==> config.mk <==
export PLATFORM = sky130hd
export DESIGN_NAME = fm_mul_arbiter
export DESIGN_NICKNAME = d
export VERILOG_FILES = /design/src/rtl/fm_mul_arbiter_pkg.sv /design/src/rtl/fm_rr_arb.sv /design/src/rtl/fm_mul_arbiter.sv
export SDC_FILE = /design/constraint.sdc
export NUM_CORES = 1
export LEC_CHECK = 0
export ABC_AREA = 1
export CORE_AREA = 3 3 137 139
export CTS_BUF_LIST = sky130_fd_sc_hd__clkbuf_8
export DETAILED_ROUTE_END_ITERATION = 7
export DIE_AREA = 0 0 140 142
export PLACE_DENSITY = 0.75
export REMOVE_ABC_BUFFERS = 1
export SETUP_SLACK_MARGIN = 0.1
export SYNTH_ARGS = -nofsm -noshare
export SYNTH_HDL_FRONTEND = slang
export SYNTH_HIERARCHICAL = 1
export SYNTH_SLANG_ARGS = --single-unit
==> constraint.sdc <==
create_clock -name clk -period 4.5 [get_ports clk]
set_input_delay 1.35 -clock clk [delete_from_list [all_inputs] [get_ports clk]]
set_output_delay 1.35 -clock clk [all_outputs]
set_load 0.01 [all_outputs]
==> src/rtl/fm_mul_arbiter_pkg.sv <==
// Shared constants and types for the mantissa multiply arbiter.
// Significand and product widths are fixed here; they are not parameters of the arbiter.
package fm_mul_arbiter_pkg;

    localparam int unsigned WSIG       = 23;
    localparam int unsigned PRODWIDTH  = 2 * (WSIG + 1);
    localparam int unsigned FM_MUL_LAT = 2;
    localparam int unsigned FM_NREQ    = 4;
    localparam int unsigned CNT_W      = 4;

    typedef enum logic [1:0] {
        StIdle = 2'd0,
        StWait = 2'd1,
        StDone = 2'd2
    } arb_state_e;

    // Requester-id width; a single requester still needs one bit.
    function automatic int unsigned id_width(input int unsigned n);
        return (n > 1) ? $clog2(n) : 1;
    endfunction

endpackage

==> src/rtl/fm_rr_arb.sv <==
// Combinational round-robin arbiter: the search starts one past the pointer,
// and the first set request wins.
module fm_rr_arb
    import fm_mul_arbiter_pkg::*;
#(
    parameter int unsigned NREQ = FM_NREQ,
    localparam int unsigned IDW = id_width(NREQ)
) (
    input  logic [NREQ-1:0] req_i,
    input  logic [IDW-1:0]  ptr_i,
    output logic [NREQ-1:0] gnt_o,
    output logic [IDW-1:0]  id_o,
    output logic            any_o
);

    always_comb begin
        int unsigned idx;
        logic        found;
        gnt_o = '0;
        id_o  = '0;
        found = 1'b0;
        idx   = 0;
        for (int unsigned i = 1; i <= NREQ; i++) begin
            idx = (int'(ptr_i) + i) % NREQ;
            if (!found && req_i[idx]) begin
                found      = 1'b1;
                gnt_o[idx] = 1'b1;
                id_o       = IDW'(idx);
            end
        end
        any_o = found;
    end

endmodule

==> src/rtl/fm_mul_arbiter.sv <==
// Shares one mantissa multiplier between NREQ requesters: grant, hold the operands
// for MUL_LAT cycles, then capture the product and return it tagged with the requester id.
module fm_mul_arbiter
    import fm_mul_arbiter_pkg::*;
#(
    parameter int unsigned NREQ    = FM_NREQ,
    parameter int unsigned MUL_LAT = FM_MUL_LAT,
    localparam int unsigned IDW    = id_width(NREQ),
    localparam int unsigned SW     = WSIG + 1
) (
    input  logic                 clk,
    input  logic                 rst_n,
    input  logic [NREQ-1:0]      req,
    input  logic [NREQ*SW-1:0]   opa_flat,
    input  logic [NREQ*SW-1:0]   opb_flat,
    output logic [NREQ-1:0]      gnt,
    output logic [SW-1:0]        mul_a,
    output logic [SW-1:0]        mul_b,
    input  logic [PRODWIDTH-1:0] mul_prod,
    input  logic                 mul_twoormore,
    output logic                 res_valid,
    output logic [IDW-1:0]       res_id,
    output logic [PRODWIDTH-1:0] res_prod,
    output logic                 res_twoormore,
    output logic                 busy
);

    arb_state_e           state_q;
    logic [CNT_W-1:0]     cnt_q;
    logic [IDW-1:0]       ptr_q;
    logic [IDW-1:0]       id_q;
    logic [SW-1:0]        mul_a_q;
    logic [SW-1:0]        mul_b_q;
    logic                 res_valid_q;
    logic [IDW-1:0]       res_id_q;
    logic [PRODWIDTH-1:0] res_prod_q;
    logic                 res_two_q;
    logic                 busy_q;

    logic [NREQ-1:0]      arb_gnt;
    logic [IDW-1:0]       arb_id;
    logic                 arb_any;
    logic                 arb_live;

    fm_rr_arb #(
        .NREQ (NREQ)
    ) u_rr_arb (
        .req_i (req),
        .ptr_i (ptr_q),
        .gnt_o (arb_gnt),
        .id_o  (arb_id),
        .any_o (arb_any)
    );

    // Arbitration is live in IDLE and DONE; held off while reset is asserted.
    assign arb_live = rst_n && (state_q != StWait);
    assign gnt      = arb_live ? arb_gnt : '0;

    always_ff @(posedge clk or negedge rst_n) begin
        if (!rst_n) begin
            state_q     <= StIdle;
            cnt_q       <= '0;
            ptr_q       <= IDW'(NREQ - 1);
            id_q        <= '0;
            mul_a_q     <= '0;
            mul_b_q     <= '0;
            res_valid_q <= 1'b0;
            res_id_q    <= '0;
            res_prod_q  <= '0;
            res_two_q   <= 1'b0;
            busy_q      <= 1'b0;
        end else begin
            res_valid_q <= 1'b0;
            unique case (state_q)
                StIdle, StDone: begin
                    if (arb_any) begin
                        // Indexed part-select keeps X on losing slices out of the datapath.
                        mul_a_q <= opa_flat[int'(arb_id)*SW +: SW];
                        mul_b_q <= opb_flat[int'(arb_id)*SW +: SW];
                        id_q    <= arb_id;
                        ptr_q   <= arb_id;
                        cnt_q   <= CNT_W'(MUL_LAT - 1);
                        state_q <= StWait;
                        busy_q  <= 1'b1;
                    end else begin
                        state_q <= StIdle;
                        busy_q  <= 1'b0;
                    end
                end
                StWait: begin
                    busy_q <= 1'b1;
                    if (cnt_q != '0) begin
                        cnt_q <= cnt_q - 1'b1;
                    end else begin
                        res_prod_q  <= mul_prod;
                        res_two_q   <= mul_twoormore;
                        res_id_q    <= id_q;
                        res_valid_q <= 1'b1;
                        state_q     <= StDone;
                    end
                end
                default: begin
                    state_q <= StIdle;
                    busy_q  <= 1'b0;
                end
            endcase
        end
    end

    assign mul_a         = mul_a_q;
    assign mul_b         = mul_b_q;
    assign res_valid     = res_valid_q;
    assign res_id        = res_id_q;
    assign res_prod      = res_prod_q;
    assign res_twoormore = res_two_q;
    assign busy          = busy_q;

endmodule

* Yosys cells after proc, flatten, opt, wreduce, memory -nomap -nowiden
Index checks and enable logic that the tools add are counted.
** Storage, ports and cells
- Flip-flop bits (word level) :: 111
- Word-level logic and storage cells :: 94
- Input bits :: 247
** Operators by class
- Multipliers :: 1
- Multiplexer cells :: 39
- Add/subtract/negate cells :: 5
- Magnitude comparators :: 8
- Shifts and indexed selects :: 2
- Equality and inequality tests :: 6
- Reductions and logical operators :: 18
- Bitwise logic cells :: 4
** Operators with widths (count)
- $shiftx 96x8->24 :: 2
- $mux 4 :: 7
- $mux 1 :: 16
- $lt 2x3->1 const B :: 4
- $or 4x4->4 :: 3
- $mux 2 :: 5
- $bmux 1 s2 :: 4
- $demux 1 s2 :: 4
- $ge 2x1->1 const B :: 4
- $logic_and 1x1->1 :: 8
- $pmux 4 s2 :: 1
- $ne 2x2->1 const B :: 3
- $add 2x1->2 const B :: 2
- $add 2x2->2 const B :: 2
- $mul 2x2->4 const B :: 1
- $pmux 2 s2 :: 1
- $reduce_and 2->1 :: 2
- $reduce_bool 4->1 :: 1
- $sub 4x1->4 const B :: 1
- $logic_not 1->1 :: 3
- $reduce_and 3->1 :: 1
- $eq 2x1->1 const B :: 1
- $eq 2x2->1 const B :: 1
- $logic_not 2->1 :: 1
- 5 further kinds :: 5

* Logic depth before layout (Yosys ltp)
- Word-level depth :: 15
- Gate-level depth with buffers :: 18
- Gate-level depth less buffers :: 15

* Modules after synthesis
The synthesis kept the hierarchy.
** Modules (own cells, without submodules)
- fm_mul_arbiter :: seq. area each 2780.2 um^2, cells each 854, instances 1, area each 5908.2 um^2
- fm_rr_arb :: seq. area each 0.0 um^2, cells each 74, instances 1, area each 457.9 um^2

* Worst setup path before layout
No wires, ideal clock.
- Path type :: input to output
- Start point :: input req[1]
- End point :: output gnt[0]
- Arrival :: 2.160 ns
- Cell stages on the path :: 9
- Path slack :: 0.990 ns
- Cells stage by stage :: nand2_1 -> nand3_1 -> nand2_4 -> inv_4 -> nor2_8 -> nand3_1 -> nand3_1 -> inv_1 -> nor2_1
** On the way
- Cells in the longest elaborated chain, start to end :: 13
- Elaborated cells between the ends (all ways) :: 25
- Classes of those cells :: mux: 16; bitwise: 3; reduce/logical: 6
** RTL lines
- from (decl) :: RTL line fm_mul_arbiter.sv:13 : input logic [NREQ-1:0] req,
- $bmux 1 s2 :: RTL line fm_rr_arb.sv:25 : if (!found && req_i[idx]) begin
- $mux 1 (implied by the code) :: RTL line fm_rr_arb.sv:25
- $mux 1 :: RTL line fm_rr_arb.sv:25
- $logic_not 1->1 :: RTL line fm_rr_arb.sv:25
- $logic_and 1x1->1 :: RTL line fm_rr_arb.sv:25
- $mux 1 :: RTL line fm_rr_arb.sv:25
- $logic_not 1->1 :: RTL line fm_rr_arb.sv:25
- $logic_and 1x1->1 :: RTL line fm_rr_arb.sv:25
- $mux 1 :: RTL line fm_rr_arb.sv:25
- $logic_not 1->1 :: RTL line fm_rr_arb.sv:25
- $logic_and 1x1->1 :: RTL line fm_rr_arb.sv:25
- $mux 4 (*) :: RTL line fm_rr_arb.sv:25
- named net arb_gnt[0] :: RTL line fm_mul_arbiter.sv:40 : logic [NREQ-1:0] arb_gnt;
- $mux 4 (*) :: RTL line fm_mul_arbiter.sv:57 : assign gnt = arb_live ? arb_gnt : '0;
- to (decl) :: RTL line fm_mul_arbiter.sv:16 : output logic [NREQ-1:0] gnt,
The timed path passes the listed nets; every way through them passes the cells marked *. The select of a mux whose other input is x is not followed.

* Worst setup path after layout
- Start point :: input req[2]
- End point :: output gnt[2]
Same word-level chain as after synthesis.

==> metrics.md <==
| Metric | Value |
|---|---|
| WHS Endpoint | `res_prod[39]` |
| Die Ht | `142 microns` |
| DRC Markers | `0` |
| Switching Share | `50.3%` |
| CTS Buffer Depth | `2` |
| Warnings, synthesis | `6` |
| Antenna diodes | `0` |
| Detail Route Antenna Nets | `0` |
| Initial antenna violation count | `1` |
| Routed WL | `23.2 mm` |
| Hold Crit Depth | `2` |
| Number of synthesized register bits | `111` |
| Max Fanout on Critical Path | `5` |
| Die ar. | `19900 sq um` |
| Buffers on Ports | `351` |
| CTS buffer count | `9` |
| First-iteration detailed-routing DRC count | `475` |
| Placed Cells incl. Taps | `1473` |
| Average size of a mapped cell | `6.86 sq um` |
| Pwr dens | `869 nW/um^2` |
| Min-delay worst type | `reg2reg` |
| Status | `complete, no violations` |
| Leak pwr | `0.00486 uW` |
| Reg-to-reg endpoint | `mul_a[1]` |
| Comb pwr share | `71.5%` |
| HPWL after DPL | `17.1 mm` |
| Worst Slack Setup Final | `0.233 ns` |
| FFs w/ async S/R, synth | `100%` |
| Kind of critical path | `in2out` |
| Min cycle time layout | `4.27 ns` |
| MaxCap Viol Count | `0` |
| P_int | `4410 uW` |
| Fill cell count | `1688` |
| Dominant cells by area after synthesis | `dfrtp_1, nand2_1, nor2_1` |
| CTS tree | `yes` |
| Pre-CTS WS | `-0.0575 ns` |
| Critical-path cell list | `clkdlybuf4s50_1 -> inv_1 -> nand2_1 -> nand2_1 -> nand2_1 -> nand2_2 -> nor2_8 -> nand3_1 -> nand3_1 -> inv_1 -> nor2_1 -> dlygate4sd2_1` |
| Clock skew | `0.0186 ns` |
| CP max-delay cell | `clkdlybuf4s50_1` |
| CP endpoint kind | `primary output` |
| Final period util | `94.8%` |
| Post-layout net count | `1512` |
| RSZ-0062 raised after global routing | `false` |
| Slew HR | `49.2%` |
| Most frequent cells in the layout | `nand2_1, clkdlybuf4s50_1, nor2_1` |
| Final setup violating endpoints | `0` |
| Slowest stage delay, CP | `0.48 ns` |
| Row Count | `49` |
| Fmax | `0.234 GHz` |
| Synth Instances | `928` |
| Worst Path Arrival | `2.92 ns` |
| Count of cell types in the netlist | `29` |
| Router iterations before antenna repair | `5` |
| Final Non-Filler Cells | `1489` |
| Largest net degree at the start of global routing | `83` |
| Top-Level Pins | `352` |
| Vias in the first global route | `6647` |
| Routed vias/inst | `4.69` |
| Post-synth EDFFs | `0` |
| RR Startpoint | `ptr_q[1]` |
| Fraction of layout cells with a size suffix above 1 | `5.00%` |
| Clk pwr share | `8.0%` |
| Via count | `6980` |
| Main synth FF type | `dfrtp_1` |
| Hold Crit Start | `res_prod[39]` |
| Largest area contributor in the netlist | `dfrtp_1` |
| Sequential share of power | `20.4%` |
| Worst Path Required | `3.15 ns` |
| Worst VDD drop | `0.484 mV` |
| Final Hold Vio Count | `0` |
| Area Growth Syn to Fin | `60.4%` |
| GPL Wtd Cong | `0.896` |
| Critical path startpoint category | `input pin` |
| Slew Limit Fails | `0` |
| First-pass GRT wire length | `35.6 mm` |
| Synth top area share | `42.8%` |
| CTS sink cnt | `111` |
| Worst Reg2Reg Path Length in Cells | `16` |
| Most common cell on crit path | `nand2_1` |
| Commonest non-fill, non-tap cell in the layout | `nand2_1` |
| R2R setup slack | `1.34 ns` |
| H-tree depth | `3` |
| Avg WL per Cell | `15.6 microns` |
| Post-CTS setup buffers | `0` |
| Global route overflow | `0` |
| Worst skew pair latency | `0.39 ns` |
| Least-Margin Pin Slew | `0.762 ns` |
| Starting density of the core | `35.8%` |
| Root Buffer | `clkbuf_8` |
| Post-synthesis sequential area ratio | `43.7%` |
| GRT Resource Usage Total | `22.4%` |
| Clk slew on worst S/H paths | `0.09 ns` |
| Area of the mapped netlist | `6370 sq um` |
| Core area | `17800 sq um` |
| Die span in x | `140 microns` |
| Net Switching | `4460 uW` |
==> worst max-delay path: cells and delay by family <==
kind | cells | cell delay (ns)
buf+inv | 4 | 0.83
simple gates | 8 | 0.74
==> timing repair <==
action,4_1_cts,5_1_grt
endpoints found under the hold margin,0,0
gates resized for setup,5,6
endpoints found under the setup margin,4,3
gates cloned,0,0
hold buffers,0,0
==> kinds of logic (layout without fill, tap and decap cells) <==
kind of cell / count (synthesis) / count (layout) / share of synthesized area, %
buf+inv: 81 / 413 / 7.43
simple gates: 611 / 611 / 37.6
flops: 111 / 111 / 43.7
compound gates: 115 / 115 / 9.34
fa+ha+maj: 10 / 10 / 1.97
==> Yosys cell counts, types with 5 or more instances <==
library cell	n
buf_6	17
nand4_1	6
inv_2	5
nand2_1	372
inv_1	21
nand3_1	18
buf_2	20
nand2_2	8
dfrtp_1	109
nor2_1	201
clkbuf_1	9
ha_1	10
a21oi_1	6
o21ai_1	58
o21ai_0	43
==> state kept, by name (all words and copies together) (netlist names) <==
name / flops
res_twoormore: 1
cnt_q: 4
id_q: 2
ptr_q: 2
mul_b: 24
res_prod: 48
busy: 1
res_valid: 1
mul_a: 24
res_id: 2
state_q: 2
==> worst max path at each step <==
stage	from	endpoint	slack, ns	cells after the start
floorplan	req[1]	mul_a[0]	-0.94	11
global placement	req[1]	gnt[1]	0.006	10
detailed placement	req[1]	gnt[2]	-0.06	10
CTS	req[2]	gnt[0]	0.22	12
global route	req[2]	gnt[2]	0.10	12
finish	req[2]	gnt[2]	0.23	12
==> power by group through the flow <==
stage / registers (uW) / clock network [uW] / logic, uW
detailed placement: 1820 / 0 / 6390
finish: 1810 / 711 / 6350
CTS: 1810 / 739 / 6400
floorplan: 2010 / 0 / 3560
global route: 1880 / 777 / 7100
global placement: 1810 / 0 / 6300
==> metrics by stage <==
stage | power [uW] | util, % | TNS (ns) | cell area (sq um) | hold slack, ns
global route | 9750 | 57.4 | 0 | 10200 | 0.508
finish | 8880 | 57.4 | 0 | 10200 | 0.486
detailed placement | 8210 | 56.2 | -0.192 | 9980 | 0.464
floorplan | 5560 | - | -44.18 | 6010 | 0.502
CTS | 8950 | 57.5 | 0 | 10200 | 0.490
global placement | 8110 | 56.2 | 0 | 9980 | 0.460
==> area by class of cell <==
cell class / count / area, sq um / area share, %
timing repair buffer: 368 / 3660 / 35.8
multi-input combinational: 736 / 3130 / 30.7
sequential: 111 / 2780 / 27.2
tap: 229 / 287 / 2.81
clock buffer: 11 / 151 / 1.48
inverter: 29 / 116 / 1.14
clock inverter: 5 / 86.3 / 0.845
==> layer usage <==
layer	track usage (%)	up-vias	wire, microns	share of wire, %
li1	-	3528	-	-
met1	28.1	3172	9460	41
met2	38.6	238	11600	50
met3	6.01	40	1590	6.9
met4	5.56	2	518	2.2
met5	0	-	9	0.039
Power figures use the tool's default switching activity.
